--- src/rtl/lcd_dieu_khien.sv ---
// 20x4 HD44780 character-LCD driver: power-up wait, init sequence, then frame refresh from a row snapshot.
// Optional: define LCD_DIEU_KHIEN_ON_CHANGE_EN to start frames only when the row inputs differ from the snapshot.

module lcd_dieu_khien #(
    parameter int unsigned E_HIGH_CYC     = 25,
    parameter int unsigned CMD_WAIT_CYC   = 2500,
    parameter int unsigned CLEAR_WAIT_CYC = 100000,
    parameter int unsigned POWERUP_CYC    = 1000000
) (
    input  logic         clk,
    input  logic         rst,
    input  logic [159:0] lcd_h0,
    input  logic [159:0] lcd_h1,
    input  logic [159:0] lcd_h2,
    input  logic [159:0] lcd_h3,
    output logic         lcd_rs,
    output logic         lcd_rw,
    output logic         lcd_e,
    output logic [7:0]   lcd_db,
    output logic         init_done,
    output logic         frame_done
);

    localparam int unsigned MAX_EC  = (E_HIGH_CYC > CMD_WAIT_CYC) ? E_HIGH_CYC : CMD_WAIT_CYC;
    localparam int unsigned MAX_PC  = (CLEAR_WAIT_CYC > POWERUP_CYC) ? CLEAR_WAIT_CYC : POWERUP_CYC;
    localparam int unsigned MAX_CYC = (MAX_EC > MAX_PC) ? MAX_EC : MAX_PC;
    localparam int unsigned CNT_W   = $clog2(MAX_CYC + 1);
    localparam int unsigned ROW_W   = 160;

    typedef enum logic [2:0] {
        ST_PWR_WAIT,
        ST_INIT,
        ST_SNAP,
        ST_ROW_ADDR,
        ST_ROW_DATA
    } state_e;

    typedef enum logic [1:0] {
        PH_SETUP,
        PH_STROBE,
        PH_HOLD
    } phase_e;

    state_e                    state_q;
    phase_e                    phase_q;
    logic [CNT_W-1:0]          cnt_q;
    logic [1:0]                init_idx_q;
    logic [1:0]                row_q;
    logic [4:0]                col_q;
    logic [3:0][ROW_W-1:0]     snap_q;
    logic                      lcd_e_q;
    logic                      lcd_rs_q;
    logic [7:0]                lcd_db_q;
    logic                      init_done_q;
    logic                      frame_done_q;
`ifdef LCD_DIEU_KHIEN_ON_CHANGE_EN
    logic                      first_q;
`endif

    logic                      pwr_last_c;
    logic                      strobe_last_c;
    logic                      hold_last_c;
    logic                      start_frame_c;
    logic [3:0][ROW_W-1:0]     rows_c;

    function automatic logic [7:0] init_cmd(input logic [1:0] idx);
        case (idx)
            2'd0:    return 8'h38;
            2'd1:    return 8'h0C;
            2'd2:    return 8'h06;
            default: return 8'h01;
        endcase
    endfunction

    // Set-DDRAM-address command for the first cell of each panel row.
    function automatic logic [7:0] row_cmd(input logic [1:0] row);
        case (row)
            2'd0:    return 8'h80;
            2'd1:    return 8'hC0;
            2'd2:    return 8'h94;
            default: return 8'hD4;
        endcase
    endfunction

    function automatic logic [7:0] char_at(input logic [3:0][ROW_W-1:0] s,
                                           input logic [1:0] row,
                                           input logic [4:0] col);
        return s[row][159 - 8*int'(col) -: 8];
    endfunction

    assign rows_c        = {lcd_h3, lcd_h2, lcd_h1, lcd_h0};
    assign pwr_last_c    = (cnt_q == CNT_W'(POWERUP_CYC - 1));
    assign strobe_last_c = (cnt_q == CNT_W'(E_HIGH_CYC - 1));
    // The clear command needs the long wait; everything else uses the normal command wait.
    assign hold_last_c   = (state_q == ST_INIT && init_idx_q == 2'd3)
                         ? (cnt_q == CNT_W'(CLEAR_WAIT_CYC - 1))
                         : (cnt_q == CNT_W'(CMD_WAIT_CYC - 1));
`ifdef LCD_DIEU_KHIEN_ON_CHANGE_EN
    assign start_frame_c = first_q || (rows_c != snap_q);
`else
    assign start_frame_c = 1'b1;
`endif

    always_ff @(posedge clk or posedge rst) begin
        if (rst) begin
            state_q      <= ST_PWR_WAIT;
            phase_q      <= PH_SETUP;
            cnt_q        <= '0;
            init_idx_q   <= '0;
            row_q        <= '0;
            col_q        <= '0;
            snap_q       <= '0;
            lcd_e_q      <= 1'b0;
            lcd_rs_q     <= 1'b0;
            lcd_db_q     <= '0;
            init_done_q  <= 1'b0;
            frame_done_q <= 1'b0;
`ifdef LCD_DIEU_KHIEN_ON_CHANGE_EN
            first_q      <= 1'b1;
`endif
        end else begin
            frame_done_q <= 1'b0;
            case (state_q)
                ST_PWR_WAIT: begin
                    if (pwr_last_c) begin
                        cnt_q      <= '0;
                        state_q    <= ST_INIT;
                        phase_q    <= PH_SETUP;
                        init_idx_q <= 2'd0;
                        lcd_rs_q   <= 1'b0;
                        lcd_db_q   <= init_cmd(2'd0);
                    end else begin
                        cnt_q <= cnt_q + CNT_W'(1);
                    end
                end

                ST_SNAP: begin
                    if (start_frame_c) begin
                        snap_q   <= rows_c;
                        state_q  <= ST_ROW_ADDR;
                        phase_q  <= PH_SETUP;
                        row_q    <= 2'd0;
                        cnt_q    <= '0;
                        lcd_rs_q <= 1'b0;
                        lcd_db_q <= row_cmd(2'd0);
`ifdef LCD_DIEU_KHIEN_ON_CHANGE_EN
                        first_q  <= 1'b0;
`endif
                    end
                end

                ST_INIT, ST_ROW_ADDR, ST_ROW_DATA: begin
                    case (phase_q)
                        PH_SETUP: begin
                            phase_q <= PH_STROBE;
                            cnt_q   <= '0;
                            lcd_e_q <= 1'b1;
                        end

                        PH_STROBE: begin
                            if (strobe_last_c) begin
                                phase_q <= PH_HOLD;
                                cnt_q   <= '0;
                                lcd_e_q <= 1'b0;
                            end else begin
                                cnt_q <= cnt_q + CNT_W'(1);
                            end
                        end

                        PH_HOLD: begin
                            if (!hold_last_c) begin
                                cnt_q <= cnt_q + CNT_W'(1);
                            end else begin
                                // Write finished: pick the next write or hand over to SNAP.
                                cnt_q   <= '0;
                                phase_q <= PH_SETUP;
                                if (state_q == ST_INIT) begin
                                    if (init_idx_q == 2'd3) begin
                                        init_done_q <= 1'b1;
                                        state_q     <= ST_SNAP;
                                    end else begin
                                        init_idx_q <= init_idx_q + 2'd1;
                                        lcd_db_q   <= init_cmd(init_idx_q + 2'd1);
                                    end
                                end else if (state_q == ST_ROW_ADDR) begin
                                    state_q  <= ST_ROW_DATA;
                                    col_q    <= 5'd0;
                                    lcd_rs_q <= 1'b1;
                                    lcd_db_q <= char_at(snap_q, row_q, 5'd0);
                                end else if (col_q != 5'd19) begin
                                    col_q    <= col_q + 5'd1;
                                    lcd_db_q <= char_at(snap_q, row_q, col_q + 5'd1);
                                end else if (row_q != 2'd3) begin
                                    state_q  <= ST_ROW_ADDR;
                                    row_q    <= row_q + 2'd1;
                                    lcd_rs_q <= 1'b0;
                                    lcd_db_q <= row_cmd(row_q + 2'd1);
                                end else begin
                                    frame_done_q <= 1'b1;
                                    state_q      <= ST_SNAP;
                                end
                            end
                        end

                        default: begin
                            phase_q <= PH_SETUP;
                            lcd_e_q <= 1'b0;
                        end
                    endcase
                end

                default: begin
                    state_q <= ST_PWR_WAIT;
                    phase_q <= PH_SETUP;
                    cnt_q   <= '0;
                    lcd_e_q <= 1'b0;
                end
            endcase
        end
    end

    assign lcd_e      = lcd_e_q;
    assign lcd_rs     = lcd_rs_q;
    assign lcd_rw     = 1'b0;
    assign lcd_db     = lcd_db_q;
    assign init_done  = init_done_q;
    assign frame_done = frame_done_q;

endmodule

--- config.mk ---
export PLATFORM = sky130hd
export DESIGN_NAME = lcd_dieu_khien
export DESIGN_NICKNAME = d
export VERILOG_FILES = /design/src/rtl/lcd_dieu_khien.sv
export SDC_FILE = /design/constraint.sdc
export NUM_CORES = 1
export LEC_CHECK = 0
export ABC_AREA = 1
export CAP_MARGIN = 40
export CORE_MARGIN = 2
export CORE_UTILIZATION = 45
export DETAILED_ROUTE_END_ITERATION = 8
export DONT_BUFFER_PORTS = 1
export GPL_TIMING_DRIVEN = 0
export HOLD_SLACK_MARGIN = 0.06
export PLACE_DENSITY = 0.68
export RECOVER_POWER = 25
export SLEW_MARGIN = 10
export SYNTH_ARGS = -nofsm -noshare
export SYNTH_HDL_FRONTEND = slang
export SYNTH_SLANG_ARGS = --single-unit
--- constraint.sdc ---
create_clock -name clk -period 24.2 [get_ports clk]
set_input_delay 2.42 -clock clk [delete_from_list [all_inputs] [get_ports clk]]
set_output_delay 2.42 -clock clk [all_outputs]
set_load 0.01 [all_outputs]
==> results of run 1 <==
## cells in the mapped netlist, types with 4 or more instances
master	number
buf_1	21
clkinv_1	4
dfrtp_1	686
nor2_1	371
o21ai_1	7
mux2_2	444
inv_1	251
clkbuf_1	115
nand3_1	215
ha_1	15
buf_6	6
o211ai_1	129
nand4_1	10
xor2_1	15
o22ai_1	7
buf_4	17
o21ai_0	292
buf_2	75
a21oi_1	342
nor3_2	5
nor3_1	5
nand2_1	276
## worst paths after layout
path,end,slack (ns),cells past startpoint
worst min-delay path,snap_q[321],0.50,1
min in group asynchronous,snap_q[215],3.10,1
worst max register to register,snap_q[257],19.98,9
worst min register to register,snap_q[321],0.50,1
max in group clk,snap_q[257],19.98,9
worst max-delay path,snap_q[131],18.46,4
## cell families (layout without fill, tap and decap cells)
kind of cell | after synthesis | count (layout) | synth area share, %
simple gates | 900 | 900 | 11.6
compound gates | 791 | 791 | 13.3
xor+xnor | 17 | 17 | 0.455
fa+ha+maj | 15 | 15 | 0.573
flops | 686 | 686 | 52.4
mux | 445 | 445 | 15.3
buf+inv | 495 | 691 | 6.31
other cells | 1 | 76 | 0.0115
## state kept, by name, indices dropped and copies added, names as in the netlist
signal and count:
lcd_rs 1, init_idx_q 2, frame_done 1, init_done 1, snap_q 640, lcd_e 1
row_q 2, cnt_q 20, lcd_db 8, col_q 5, state_q 3, phase_q 2
## area by class of cell
| class | instances | area share (%) |
|---|---|---|
| buffer | 236 | 2.82 |
| clock inverter | 39 | 1.49 |
| inverter | 259 | 2.60 |
| antenna | 75 | 0.500 |
| clock buffer | 103 | 5.98 |
| timing repair buffer | 54 | 1.91 |
| multi-input combinational | 2169 | 35.8 |
| tap | 950 | 3.16 |
| sequential | 686 | 45.7 |
## layer usage
metal | GRT usage, % | routed length, microns | vias to the layer above | share of wire, %
met1 | 49.4 | 55900 | 14113 | 37
met2 | 58.0 | 65400 | 2021 | 44
met5 | 0 | 494 | - | 0.33
li1 | - | - | 11743 | -
met4 | 22.9 | 9800 | 70 | 6.5
met3 | 13.6 | 18500 | 558 | 12
## report_power, final
group          total [mW]  switching, mW  internal (mW)
clock                1.29          0.533          0.759
combinational       0.112         0.0648         0.0467
sequential           1.23         0.0273           1.20
## worst max-delay path, delay by kind of cell
family | cells | cell delay, ns
buf+inv | 4 | 3.81
==> metrics, run 1 <==
status=finished, violations left; failing checks=max-capacitance violations, max-slew violations; TritonCTS Buffers=78; crit end category=asynchronous set/reset pin; H-tree Lvls=3; antenna violations before repair=approximately 110; most common cell after layout, fill and taps aside=dfrtp_1; GRT Util Overall=39.1%; max-slew violations=95; Placed Instances=roughly 4400; cts hold-fix bufs=0; Reg2Reg Launch Point=state_q[2]; worst endpoint required time=about 25 ns; fin cells=4571; vias in the first global route=between 20000 and 30000; Reg clk slew, reported paths=about 0.060 ns; syn nets=4007; max cap viols=1; final setup margin=18.46 ns; share of the synthesized area in the top cell type=52.4%; die height=274 microns; RSZ-0062 raised after global routing=false; worst path arrival time=6.50 ns; Design Area, Final=37600 sq um; Power per Cell Area=70.1 nW/um^2; Worst setup SP type=primary input; DRC=0; crit-path most repeated cell=buf_16; Final setup viols=0; area leader, netlist=dfrtp_1; routability cong.=0.971; first-pass GRT wire length=203000 microns; clock sink count=approximately 690; worst slack, placed=19.86 ns; setup bufs post-CTS=0; synthesized area=around 33000 sq um; 1st-pass router iterations=9; final core utilization=52.4%; Setup crit start=rst; top fanout value on the critical path=116; DRT iter0 DRCs=between 3000 and 4000; Ports=between 600 and 700; vias per cell=6.24; count of cell types in the netlist=49; largest net degree at the start of global routing=117; final hold vios=0; Mapped Cells=roughly 3400; EDFF count, synth=0; Hold WC Path Type=flop to flop; clock skew=0.0299 ns; Hold WS=0.499 ns; Core Area=71700 sq um; clock latency on the worst-skew pair=0.66 ns; WL final=150000 microns; Cell Chain, Critical Path=clkinvlp_2 > buf_16 > buf_16 > buf_16; LEAKAGE=16.5 nW; Fin Setup TNS=0 ns; commonest non-fill, non-tap cells in the layout=dfrtp_1 (686), mux2_2 (444), nor2_1 (373); max incr delay on CP=2.59 ns; gr ovfl total=0; Synth Flop Type=dfrtp_1; Max Root-Sink Buffers=3; CTS tree=done; fillcell total=6647; crit path time final=5.74 ns; NumNets Final=approximately 4100; CP max stage cell=clkinvlp_2; Slew headroom=-217%; Final Cycle Share=23.7%; dpl hpwl=115000 microns; P&R area growth vs syn=14.8%; vias=roughly 29000; IO buf count=0; Synth Warn #=0; IR drop worst, VDD=0.0606 mV; main area contributors after synthesis=dfrtp_1 (52%), mux2_2 (15%), a21oi_1 (5.2%); post-route ant nets=0; Seq/Total Area, Yosys=52.4%; Starting Density=45.6%; area of the die=~75000 sq um; row count=98; Crit Path Category=primary input to asynchronous set/reset pin; post_cts resized=0; die width=274 microns; ys async rst share=100%; Placed Instance Area=34700 sq um; Overall Power=2.63 mW; highest clock rate=roughly 170 MHz; synthesized flop and latch total=686; routed length per instance=32.8 microns; Syn Area/Cell=a little under 10 sq um; hold_sp=snap_q[321]; share of layout cells above drive strength 1=20.6%; Least-Margin Pin Slew=4.73 ns; area of the multi-input gates=13500 sq um; clock root cell=clkbuf_16; Reg area=17200 sq um
Note: power is estimated with default switching activity, not from simulation.
==> run 2: changes to the inputs <==
==> constraint.sdc (replaced) <==
create_clock -name clk -period 6 [get_ports clk]
set_input_delay 0.6 -clock clk [delete_from_list [all_inputs] [get_ports clk]]
set_output_delay 0.6 -clock clk [all_outputs]
set_load 0.01 [all_outputs]
==> metrics, run 2 (synthesized netlist as in run 1, its figures left out) <==
status=finished, violations left; failing checks=max-capacitance violations, max-slew violations; max cap viols=4; worst path arrival time=4.72 ns; RSZ-0062 raised after global routing=false; vias per cell=6.22; Starting Density=between 40% and 50%; worst endpoint required time=~6.5 ns; Core Area=71700 sq um; Reg area=17200 sq um; Final Cycle Share=71.1%; clock latency on the worst-skew pair=0.65 ns; P&R area growth vs syn=15.3%; Final setup viols=0; crit path time final=roughly 4.3 ns; vias=between 20000 and 30000; Overall Power=10.5 mW; area of the multi-input gates=between 10000 and 15000 sq um; routability cong.=0.968; fillcell total=6546; DRT iter0 DRCs=3746; row count=98; crit-path most repeated cell=clkbuf_1; setup bufs post-CTS=0; LEAKAGE=between 15 and 20 nW; clock root cell=clkbuf_16; Fin Setup TNS=0 ns; commonest non-fill, non-tap cells in the layout=dfrtp_1 (686), mux2_2 (444), nor2_1 (371); H-tree Lvls=3; largest register by flop count=snap_q; post-route ant nets=0; Hold WS=between 0.09 and 0.1 ns; Crit Path Category=primary input to asynchronous set/reset pin; 1st-pass router iterations=6; routed length per instance=32.9 microns; CTS tree=done; Worst setup SP type=primary input; GRT Util Overall=approximately 39%; most common cell after layout, fill and taps aside=dfrtp_1; dpl hpwl=116000 microns; TritonCTS Buffers=just under 80; CP max stage cell=clkbuf_1; antenna violations before repair=98; Ports=655; DRC=0; Max Root-Sink Buffers=3; crit end category=asynchronous set/reset pin; Cell Chain, Critical Path=dlygate4sd3_1 > clkinvlp_2 > clkbuf_1 > clkbuf_1; Hold WC Path Type=primary input to flop; area of the die=around 75000 sq um; WL final=150000 microns; largest net degree at the start of global routing=39; clock sink count=about 690; post_cts resized=0; Power per Cell Area=277 nW/um^2; die width=274 microns; gr ovfl total=0; max-slew violations=120; share of layout cells above drive strength 1=21.3%; IR drop worst, VDD=0.279 mV; highest clock rate=about 230 MHz; Largest register FFs=640; Slew headroom=-40.8%; final hold vios=0; Reg clk slew, reported paths=0.06 ns; NumNets Final=4155; Least-Margin Pin Slew=between 2 and 2.5 ns; top fanout value on the critical path=35; vias in the first global route=27302; clock skew=approximately 0.043 ns; max incr delay on CP=1.51 ns; cts hold-fix bufs=1; IO buf count=0; die height=roughly 270 microns; first-pass GRT wire length=204000 microns; final core utilization=52.6%
## run 2: changes by cell type in the layout (fill, tap and decap cells not counted), moves of 3 or more
cell / before / now
buf_12: 0 / 15
buf_2: 61 / 74
clkbuf_1: 149 / 137
diode_2: 75 / 68
buf_16: 6 / 2
clkinvlp_4: 6 / 2
buf_1: 17 / 20
buf_6: 29 / 32
## run 2: path summary, 6_finish.rpt
kind                                  start          end  slack (ns)  depth (start not counted)
min in group asynchronous               rst  snap_q[322]        0.73                          2
worst min register to register  snap_q[383]  snap_q[383]        0.50                          1
worst max-delay path                    rst  snap_q[607]        1.74                          4
worst max register to register     col_q[0]    lcd_db[6]        2.00                         14
worst min-delay path            lcd_h2[149]  snap_q[469]         0.1                          1
max in group clk                   col_q[0]    lcd_db[6]        2.00                         14
## run 2: layout make-up
| type | instances | area share (%) |
|---|---|---|
| flip-flops and latches | 686 | 45.5 |
| multi-input cells | 2169 | 35.8 |
| clock buffers | 110 | 6.08 |
| well taps | 950 | 3.15 |
| plain buffers | 236 | 2.88 |
| inverters | 259 | 2.59 |
| repair buffers | 69 | 2.50 |
| clock inverters | 30 | 1.10 |
| diodes | 68 | 0.451 |
## run 2: critical path, delay by kind of cell
family                 cells  cell delay, ns
buffers and inverters      4            4.07
## run 2: power breakdown
part	total (mW)	leakage [nW]	switching, mW	internal, mW
Combinational	0.467	7.13	0.266	0.201
Sequential	4.96	8.09	0.112	4.85
Clock	5.04	1.34	2.06	2.98
## run 2: metrics by stage
stage               area (sq um)  cells  setup slack [ns]
floorplan                  32700   3350             -3.99
global placement           33900   4300             -8.04
detailed placement         35000   4367              2.28
CTS                        37700   4508              2.22
global route               37700   4562              1.04
finish                     37700   4577              1.74
## run 2: per-layer routing
metal / up-vias / share of wire [%] / wire length, microns / track usage (%)
li1: 11760 / - / - / -
met1: 14101 / 38 / 56700 / 49.8
met2: 2018 / 44 / 65700 / 58.3
met3: 528 / 12 / 18100 / 13.5
met4: 50 / 6.3 / 9520 / 22.1
met5: - / 0.20 / 299 / 0
